[src/rtl/motor_cmd_sequencer_pkg.sv]
// motor_cmd_sequencer_pkg: shared FSM state type and RF bit map for the motor command sequencer
package motor_cmd_sequencer_pkg;
    typedef enum logic [1:0] {IDLE, RUN, REV_WAIT, LIMIT} state_t;
    localparam int RF_DIR0    = 0;
    localparam int RF_DIR1    = 1;
    localparam int RF_RUN0    = 2;
    localparam int RF_RUN1    = 3;
    localparam int NUM_MOTORS = 2;
endpackage

[src/rtl/motor_cmd_sequencer_input_debouncer.sv]
// input_debouncer: 2-FF synchroniser, stability-count debouncer and rising-edge press pulse
module input_debouncer #(
    parameter int DEBOUNCE_CYCLES = 1000000,
    parameter int DB_CNT_W        = 20
) (
    input  logic clk,
    input  logic rst,
    input  logic i_raw,
    output logic o_press
);
    logic                r_s1, r_s2, r_deb, r_deb_d;
    logic [DB_CNT_W-1:0] r_cnt;

    always_ff @(posedge clk or negedge rst) begin
        if (!rst) begin
            r_s1    <= 1'b0;
            r_s2    <= 1'b0;
            r_deb   <= 1'b0;
            r_deb_d <= 1'b0;
            r_cnt   <= '0;
        end else begin
            r_s1    <= i_raw;
            r_s2    <= r_s1;
            r_deb_d <= r_deb;
            if (r_s2 == r_deb)
                r_cnt <= '0;
            else if (r_cnt == DB_CNT_W'(DEBOUNCE_CYCLES - 1)) begin
                r_deb <= r_s2;
                r_cnt <= '0;
            end else
                r_cnt <= r_cnt + 1'b1;
        end
    end

    assign o_press = r_deb & ~r_deb_d;
endmodule

[src/rtl/motor_cmd_sequencer.sv]
// motor_cmd_sequencer: conditions RF/limit inputs and runs one enable/direction FSM per stepper motor
module motor_cmd_sequencer
    import motor_cmd_sequencer_pkg::*;
#(
    parameter int DEBOUNCE_CYCLES = 1000000,
    parameter int DB_CNT_W        = 20,
    parameter int PAUSE_TICKS     = 8,
    parameter int PAUSE_CNT_W     = 4
) (
    input  logic                  clk,
    input  logic                  rst,
    input  logic [3:0]            rf_input,
    input  logic [NUM_MOTORS-1:0] limit_switches,
    input  logic                  step_tick,
    output logic [NUM_MOTORS-1:0] dir,
    output logic [NUM_MOTORS-1:0] en,
    output logic [NUM_MOTORS-1:0] fault
);
    logic [3:0]            w_press;
    logic [NUM_MOTORS-1:0] r_lim_s1, r_lim_s2;

    for (genvar k = 0; k < 4; k++) begin : g_db
        input_debouncer #(
            .DEBOUNCE_CYCLES(DEBOUNCE_CYCLES),
            .DB_CNT_W       (DB_CNT_W)
        ) u_db (
            .clk    (clk),
            .rst    (rst),
            .i_raw  (rf_input[k]),
            .o_press(w_press[k])
        );
    end

    // Limits skip debouncing so protection acts within the synchroniser delay
    always_ff @(posedge clk or negedge rst) begin
        if (!rst) begin
            r_lim_s1 <= '0;
            r_lim_s2 <= '0;
        end else begin
            r_lim_s1 <= limit_switches;
            r_lim_s2 <= r_lim_s1;
        end
    end

    for (genvar i = 0; i < NUM_MOTORS; i++) begin : g_motor
        localparam int RUN_IDX = (i == 0) ? RF_RUN0 : RF_RUN1;
        localparam int DIR_IDX = (i == 0) ? RF_DIR0 : RF_DIR1;
        state_t                 r_state, w_state;
        logic                   r_dir, w_dir, r_en, r_fault;
        logic [PAUSE_CNT_W-1:0] r_pause, w_pause;
        logic                   w_run, w_dp, w_lim;

        assign w_run = w_press[RUN_IDX];
        assign w_dp  = w_press[DIR_IDX];
        assign w_lim = r_lim_s2[i];

        always_comb begin
            w_state = r_state;
            w_dir   = r_dir;
            w_pause = r_pause;
            case (r_state)
                IDLE:
                    if (w_run)
                        w_state = (w_lim && r_dir) ? LIMIT : RUN;
                    else if (w_dp)
                        w_dir = ~r_dir;
                RUN:
                    if (w_lim && r_dir)
                        w_state = LIMIT;
                    else if (w_run)
                        w_state = IDLE;
                    else if (w_dp) begin
                        w_state = REV_WAIT;
                        w_pause = '0;
                    end
                REV_WAIT:
                    if (w_run)
                        w_state = IDLE;
                    else if (step_tick) begin
                        w_pause = r_pause + 1'b1;
                        if (w_pause == PAUSE_CNT_W'(PAUSE_TICKS)) begin
                            w_dir   = ~r_dir;
                            w_state = (~r_dir && w_lim) ? LIMIT : RUN;
                        end
                    end
                LIMIT:
                    if (w_run)
                        w_state = IDLE;
                    else if (w_dp) begin
                        w_dir   = ~r_dir;
                        w_state = IDLE;
                    end
                default: w_state = IDLE;
            endcase
        end

        always_ff @(posedge clk or negedge rst) begin
            if (!rst) begin
                r_state <= IDLE;
                r_dir   <= 1'b0;
                r_pause <= '0;
                r_en    <= 1'b0;
                r_fault <= 1'b0;
            end else begin
                r_state <= w_state;
                r_dir   <= w_dir;
                r_pause <= w_pause;
                r_en    <= (w_state == RUN);
                r_fault <= (w_state == LIMIT);
            end
        end

        assign dir[i]   = r_dir;
        assign en[i]    = r_en;
        assign fault[i] = r_fault;
    end
endmodule

[config.mk]
export PLATFORM = sky130hd
export DESIGN_NAME = motor_cmd_sequencer
export DESIGN_NICKNAME = d
export VERILOG_FILES = /design/src/rtl/motor_cmd_sequencer_pkg.sv /design/src/rtl/motor_cmd_sequencer_input_debouncer.sv /design/src/rtl/motor_cmd_sequencer.sv
export SDC_FILE = /design/constraint.sdc
export NUM_CORES = 1
export LEC_CHECK = 0
export ABC_AREA = 1
export BUFFER_PORTS_ARGS = -buffer_cell sky130_fd_sc_hd__buf_2
export CAP_MARGIN = 0
export CORE_ASPECT_RATIO = 2
export CORE_MARGIN = 2
export CORE_UTILIZATION = 30
export CTS_CLUSTER_DIAMETER = 50
export DETAILED_ROUTE_END_ITERATION = 8
export SYNTH_ARGS = -nofsm -noshare
export SYNTH_HDL_FRONTEND = slang
export SYNTH_SLANG_ARGS = --single-unit
[constraint.sdc]
create_clock -name clk -period 1.9 [get_ports clk]
set_input_delay 0.19 -clock clk [delete_from_list [all_inputs] [get_ports clk]]
set_output_delay 0.19 -clock clk [all_outputs]
set_load 0.01 [all_outputs]
## Word level (Yosys, flattened, before mapping)

Cells that the tools add are included.

- RAM bits: 0
- Bits in registers: 118
- Bits in latches: 0
- Memory bits (read-only): 0
- Memories kept: 0

- Eq/ne operators: 36
- Mux-type cells: 56
- Reductions and logical operators: 20
- Shift-type cells: 0
- Magnitude comparators: 0
- Bitwise operators: 14
- Div/mod/pow operators: 0
- $mul: 0
- $add $sub $neg: 6

Operators with widths:

| operator | count |
|---|---|
| 2-to-1 mux 20 bit | 8 |
| adder 20 x 1 -> 20 bit (second input constant) | 4 |
| == test 20 bit (second input constant) | 4 |
| 2-to-1 mux 2 bit | 22 |
| 2-to-1 mux 4 bit | 10 |
| != test 2 bit (second input constant) | 12 |
| AND reduction 6 bit | 4 |
| case mux 2 bit (4 select lines) | 2 |
| case mux 4 bit (2 select lines) | 2 |
| == test 2 bit (second input constant) | 6 |
| 2-to-1 mux 1 bit | 10 |
| NOT 1 bit | 10 |
| adder 4 x 1 -> 4 bit (second input constant) | 2 |
| == test 2 x 1 -> 1 bit (second input constant) | 4 |
| == test 4 bit (second input constant) | 2 |
| != test 2 x 1 -> 1 bit (second input constant) | 4 |
| AND reduction 2 bit | 4 |
| nonzero test 2 bit | 4 |
| bitwise AND 1 bit | 4 |
| == test 1 bit | 4 |
| logical AND 1 bit | 4 |
| zero test 2 bit | 2 |
| case mux 1 bit (2 select lines) | 2 |
| OR reduction 2 bit | 2 |

## Depth between registers and ports, before layout

- Word-level depth: 8
- Mapped depth: 10
- Mapped depth without buffers: 10

## Cells and area by module

A second synthesis with hierarchy kept.

- Cells, all modules: 826
- Area total of the unflattened synthesis: 6516.2 um^2

Modules (own cells, without submodules):

| module | times used | cells each | sequential area each (um^2) | area an instance (um^2) |
|---|---|---|---|---|
| input_debouncer | 4 | 163 | 600.6 | 1293.7 |
| motor_cmd_sequencer | 1 | 174 | 550.5 | 1341.3 |

## Worst setup path before layout

OpenSTA, ideal clock, no wires.

- Kind: register to register
- Start: register g_motor[0].r_state[0]
- End: register g_motor[0].r_pause[3]
- Required time: 1774 ps
- Slack: 336 ps
- Clock period less this slack: 1564 ps
- Cell stages (with the launch flop): 11
- Arrival: 1438 ps
- Cells stage by stage: dfrtp_1 > inv_1 > ha_1 > clkbuf_1 > inv_1 > a21oi_1 > nor2_1 > nand2_1 > inv_1 > nand3_1 > o21ai_0

- Longest elaborated chain between the ends: 3

Ends and longest elaborated chain:

| element | RTL line | RTL |
|---|---|---|
| start: declaration | motor_cmd_sequencer.sv:48 | `state_t r_state, w_state;` |
| start signal: assignment | motor_cmd_sequencer.sv:105 | `r_state <= w_state;` |
| == test 2 x 1 -> 1 bit or == test 2 bit (tied branches) | motor_cmd_sequencer.sv:61 | `case (r_state)` |
| != test 2 bit (no source line), or another cell as far along | n/a |  |
| AND reduction 6 bit (no source line) | n/a |  |
| end signal: assignment | motor_cmd_sequencer.sv:107 | `r_pause <= w_pause;` |
| end: declaration | motor_cmd_sequencer.sv:50 | `logic [PAUSE_CNT_W-1:0] r_pause, w_pause;` |

Parallel ways exist; a longest one is shown, timed or not.
A chain may end at the register's enable or synchronous reset.

## Final worst setup path

- Start: register g_db[1].u_db.r_cnt[0]
- End: register g_db[1].u_db.r_cnt[17]

- Longest elaborated chain between the ends: 3

Ends and longest elaborated chain:

| element | RTL line | RTL |
|---|---|---|
| start: declaration | motor_cmd_sequencer_input_debouncer.sv:12 | `logic [DB_CNT_W-1:0] r_cnt;` |
| start signal: assignment | motor_cmd_sequencer_input_debouncer.sv:31 | `r_cnt <= r_cnt + 1'b1;` |
| adder 20 x 1 -> 20 bit or == test 20 bit (tied branches) | motor_cmd_sequencer_input_debouncer.sv:31, motor_cmd_sequencer_input_debouncer.sv:27 |  |
| 2-to-1 mux 20 bit (*) | motor_cmd_sequencer_input_debouncer.sv:27 | `else if (r_cnt == DB_CNT_W'(DEBOUNCE_CYCLES - 1)) begin` |
| 2-to-1 mux 20 bit (*) | motor_cmd_sequencer_input_debouncer.sv:25 | `if (r_s2 == r_deb)` |

Mark *: on every way between the ends. The rest lies on a longest branch, timed or not.

==> results.yml <==
timing:
  setup_viol: 0
  slew_headroom_pct: 71.64
  setup_tns_ps: 0
  skew_ps: 9.744
  slew_violations: 0
  period_needed_ps: 1676
  rsz0062_at_grt: "false"
  tightest_slew_ps: 422.2
  clock.fmax_mhz: 596.8
  hold_violations: 0
  finalCritPeriodShare_pct: 88.19
  layout_setup_ws_ps: 224.4
power:
  combPwrFrac_pct: 2.9
  p_seq_share_pct: 42.5
  leakage_nw: 3.295
  ir_worst_vdd_mv: 0.5789
  power_density_nw_per_um2: 813.3
  p_clk_share_pct: 54.6
  p_int_w: 0.004709
  netSwitchingPower_w: 0.001338
  switching_share_pct: 22.12
critical_path:
  critPathMaxStageDelay_ps: 370
  worstPathCellList: "ha_1 -> nand4_2 -> nor2_2 -> nand4_1 -> nand2_2 -> inv_2 -> nand2_1 -> nor2_1"
  critPathKind: "register to register"
  rr_startpoint: "g_db[1].u_db.r_cnt[0]"
  startpoint: "g_db[1].u_db.r_cnt[0]"
  path_max_fanout: 7
  endpoint_kind: "register"
  critPathTopFamily: "simple AND/OR/NAND/NOR gates"
  critPathRequiredTime_ps: 2200
  rrSetupSlack_ps: 220
  slowest_stage: "dfrtp_1"
  reg2regPathDepth: 8
  r2r-end: "g_db[1].u_db.r_cnt[17]"
  crit_path_start_kind: "register"
  path_buf_inv: 1
  cp.arrival_ps: 1980
placed_design:
  dpl.cell_count: 1063
  hpwl_um: 10890
  place_congestion: 0.8627
  io_buffers: 14
  post-place-ws_ps: 222.6
final_layout:
  syn_to_final_growth_pct: 17.85
  antennaDiodeCount: 0
  drive_gt1_share_pct: 12.36
  fin_cells: 1102
  final_util_pct: 35.69
  nets: 843
synthesis:
  synth.ff_latch_count: 118
  synth_cells: 780
  ys_seq_area_share_pct: 46.81
  synth_area_sq_um: 6309
  synth_top_area_share_pct: 46.81
  synthSimpleGateAreaFrac_pct: 33.00
  yosysTopAreaCell: "dfrtp_1"
  ys_types: 38
  syn_nets: 803
  yosysWarnings: 0
  synthAdderAreaFrac_pct: 2.777
  synthTopCellsByArea: "dfrtp_1, nand2_1, nor2_1, inv_1, xor2_1"
  synth_compound_area_share_pct: 4.919
  synth_top_family_by_area: "simple AND/OR/NAND/NOR gates"
  synth-xor-area-share_pct: 5.553
  synthMuxAreaShare_pct: 0
  syn_area_per_cell_sq_um: 8.088
clocking:
  worst_skew_pair.late_latency_ps: 420
  cts_inserted_buffers: 17
  cts_setup_buffers: 0
  cts_tree: "yes"
  clkTransAtPathRegs_ps: 60
  cts.htree.levels: 4
  cts.sinks: 118
  clock_path_buffers: 2
  root_buffer: "clkbuf_16"
drt:
  final_antenna_net_count: 0
  firstDrtPassIters: 4
  drtIter0Drc: 209
  drc: 0
  vias: 5113
  routed_wl_um: 13890
  avgViaCountPerCell: 4.640
  wire_per_inst_um: 12.61
die:
  die_h_um: 209.1
  die_area_sq_um: 22280
  start_util_pct: 30.28
  boundaryPins: 15
  core_sq_um: 20830
  die_x_um: 106.5
  rows: 75
global_route:
  grt_pass1_wl_um: 24110
  grt_overflow_total: 0
  antenna_found_initial: 0
  grt_max_degree: 31
  grtUsageTotal_pct: 13.77
  grt_pass1_vias: 5425
flow_run:
  maxCapViolCount: 0
worst_hold_path:
  timing.hold.worst.class: "primary input to asynchronous set/reset pin"
outcome:
  status: "finished, final reports clean"
==> power groups by stage <==
| stage | registers (W) | clock network, W | logic (W) |
|---|---|---|---|
| 6_report | 0.00257 | 0.00330 | 0.000176 |
| 5_1_grt | 0.00257 | 0.00350 | 0.000204 |
| 2_1_floorplan | 0.00261 | 0 | 0.0000694 |
| 4_1_cts | 0.00257 | 0.00339 | 0.000185 |
| 3_3_place_gp | 0.00261 | 0 | 0.000170 |
| 3_5_place_dp | 0.00261 | 0 | 0.000173 |
==> how the worst max path moves through the flow <==
stage	to	cells past startpoint
after global placement	g_db[1].u_db.r_cnt[14]	8
final	g_db[1].u_db.r_cnt[17]	8
after floorplan	g_motor[0].r_pause[3]	10
after global routing	g_motor[0].r_pause[3]	9
after detailed placement	g_db[1].u_db.r_cnt[17]	8
after CTS	g_db[1].u_db.r_cnt[17]	8
==> cells by family after synthesis <==
group	count (synthesis)
xor+xnor	40
simple gates	442
flops	118
buf+inv	110
compound gates	56
fa+ha+maj	14
==> routing by layer <==
layer / vias to the layer above / global-route usage (%) / part of all wire [%]
met4: 0 / 7.255 / 3.0
met1: 2441 / 12.38 / 36
met5: - / 0 / 0
li1: 2585 / - / -
met3: 31 / 2.714 / 2.0
met2: 56 / 27.67 / 59
==> per-stage QoR <==
stage / hold WS [ps] / cell area [sq um] / total power [W]
after CTS: 244.2 / 7435 / 0.006142
after detailed placement: 153.3 / 6751 / 0.002787
final: 247.5 / 7435 / 0.006047
after floorplan: -105.6 / 6309 / 0.002679
after global placement: 149.7 / 6751 / 0.002784
after global routing: 284.9 / 7435 / 0.006281
==> cells in the final DEF, fill, tap and decap left out, types with 4 or more instances in the layout <==
master / n
nand2_1: 151
nor2_1: 138
dfrtp_1: 118
inv_1: 93
nand3_1: 47
xor2_1: 31
nand4_1: 28
nor3_1: 27
a21oi_1: 25
o21ai_0: 19
clkbuf_16: 17
ha_1: 14
buf_2: 13
nand2_2: 12
xnor2_1: 9
buf_4: 8
nor2_4: 7
dlygate4sd3_1: 7
inv_2: 6
nor2_2: 5
nand3_2: 4
and3_1: 4
nor3_2: 4
clkinvlp_4: 4
==> Yosys cell counts, drive strengths merged <==
library cell and n:
nand2 163, clkinv 2, dfrtp 118, nor3b 5
o31ai 2, xor2 31, a21oi 26, inv 99
or2 1, a31oi 3, xnor2 9, o211ai 3
ha 14, o21a 1, and3 4, nand3b 3
nand3 51, a31o 1, nor3 33, buf 6
nor2 150, o21ai 20, nor4 2, nand4 30
clkbuf 3
==> sequential cells by signal, indices dropped and copies added (netlist names) <==
| register | cells |
|---|---|
| g_db.u_db.r_cnt | 80 |
| g_db.u_db.r_deb | 4 |
| g_db.u_db.r_deb_d | 4 |
| g_db.u_db.r_s1 | 4 |
| g_db.u_db.r_s2 | 4 |
| g_motor.r_dir | 2 |
| g_motor.r_en | 2 |
| g_motor.r_fault | 2 |
| g_motor.r_pause | 8 |
| g_motor.r_state | 4 |
| r_lim_s1 | 2 |
| r_lim_s2 | 2 |
==> layout make-up <==
cell class | count | area [sq um]
inverter | 101 | 379.1
fill | 2210 | 13400
timing repair buffer | 30 | 235.2
clock inverter | 14 | 173.9
sequential | 118 | 2953
multi-input combinational | 552 | 2918
clock buffer | 18 | 439.2
tap | 269 | 336.6
==> timing repair <==
item,in CTS,in global routing
setup endpoints to repair,0,0
endpoints found under the hold margin,30,0
hold buffers,7,0
gates resized for setup,0,0
Note: power is estimated with default switching activity, not from simulation.
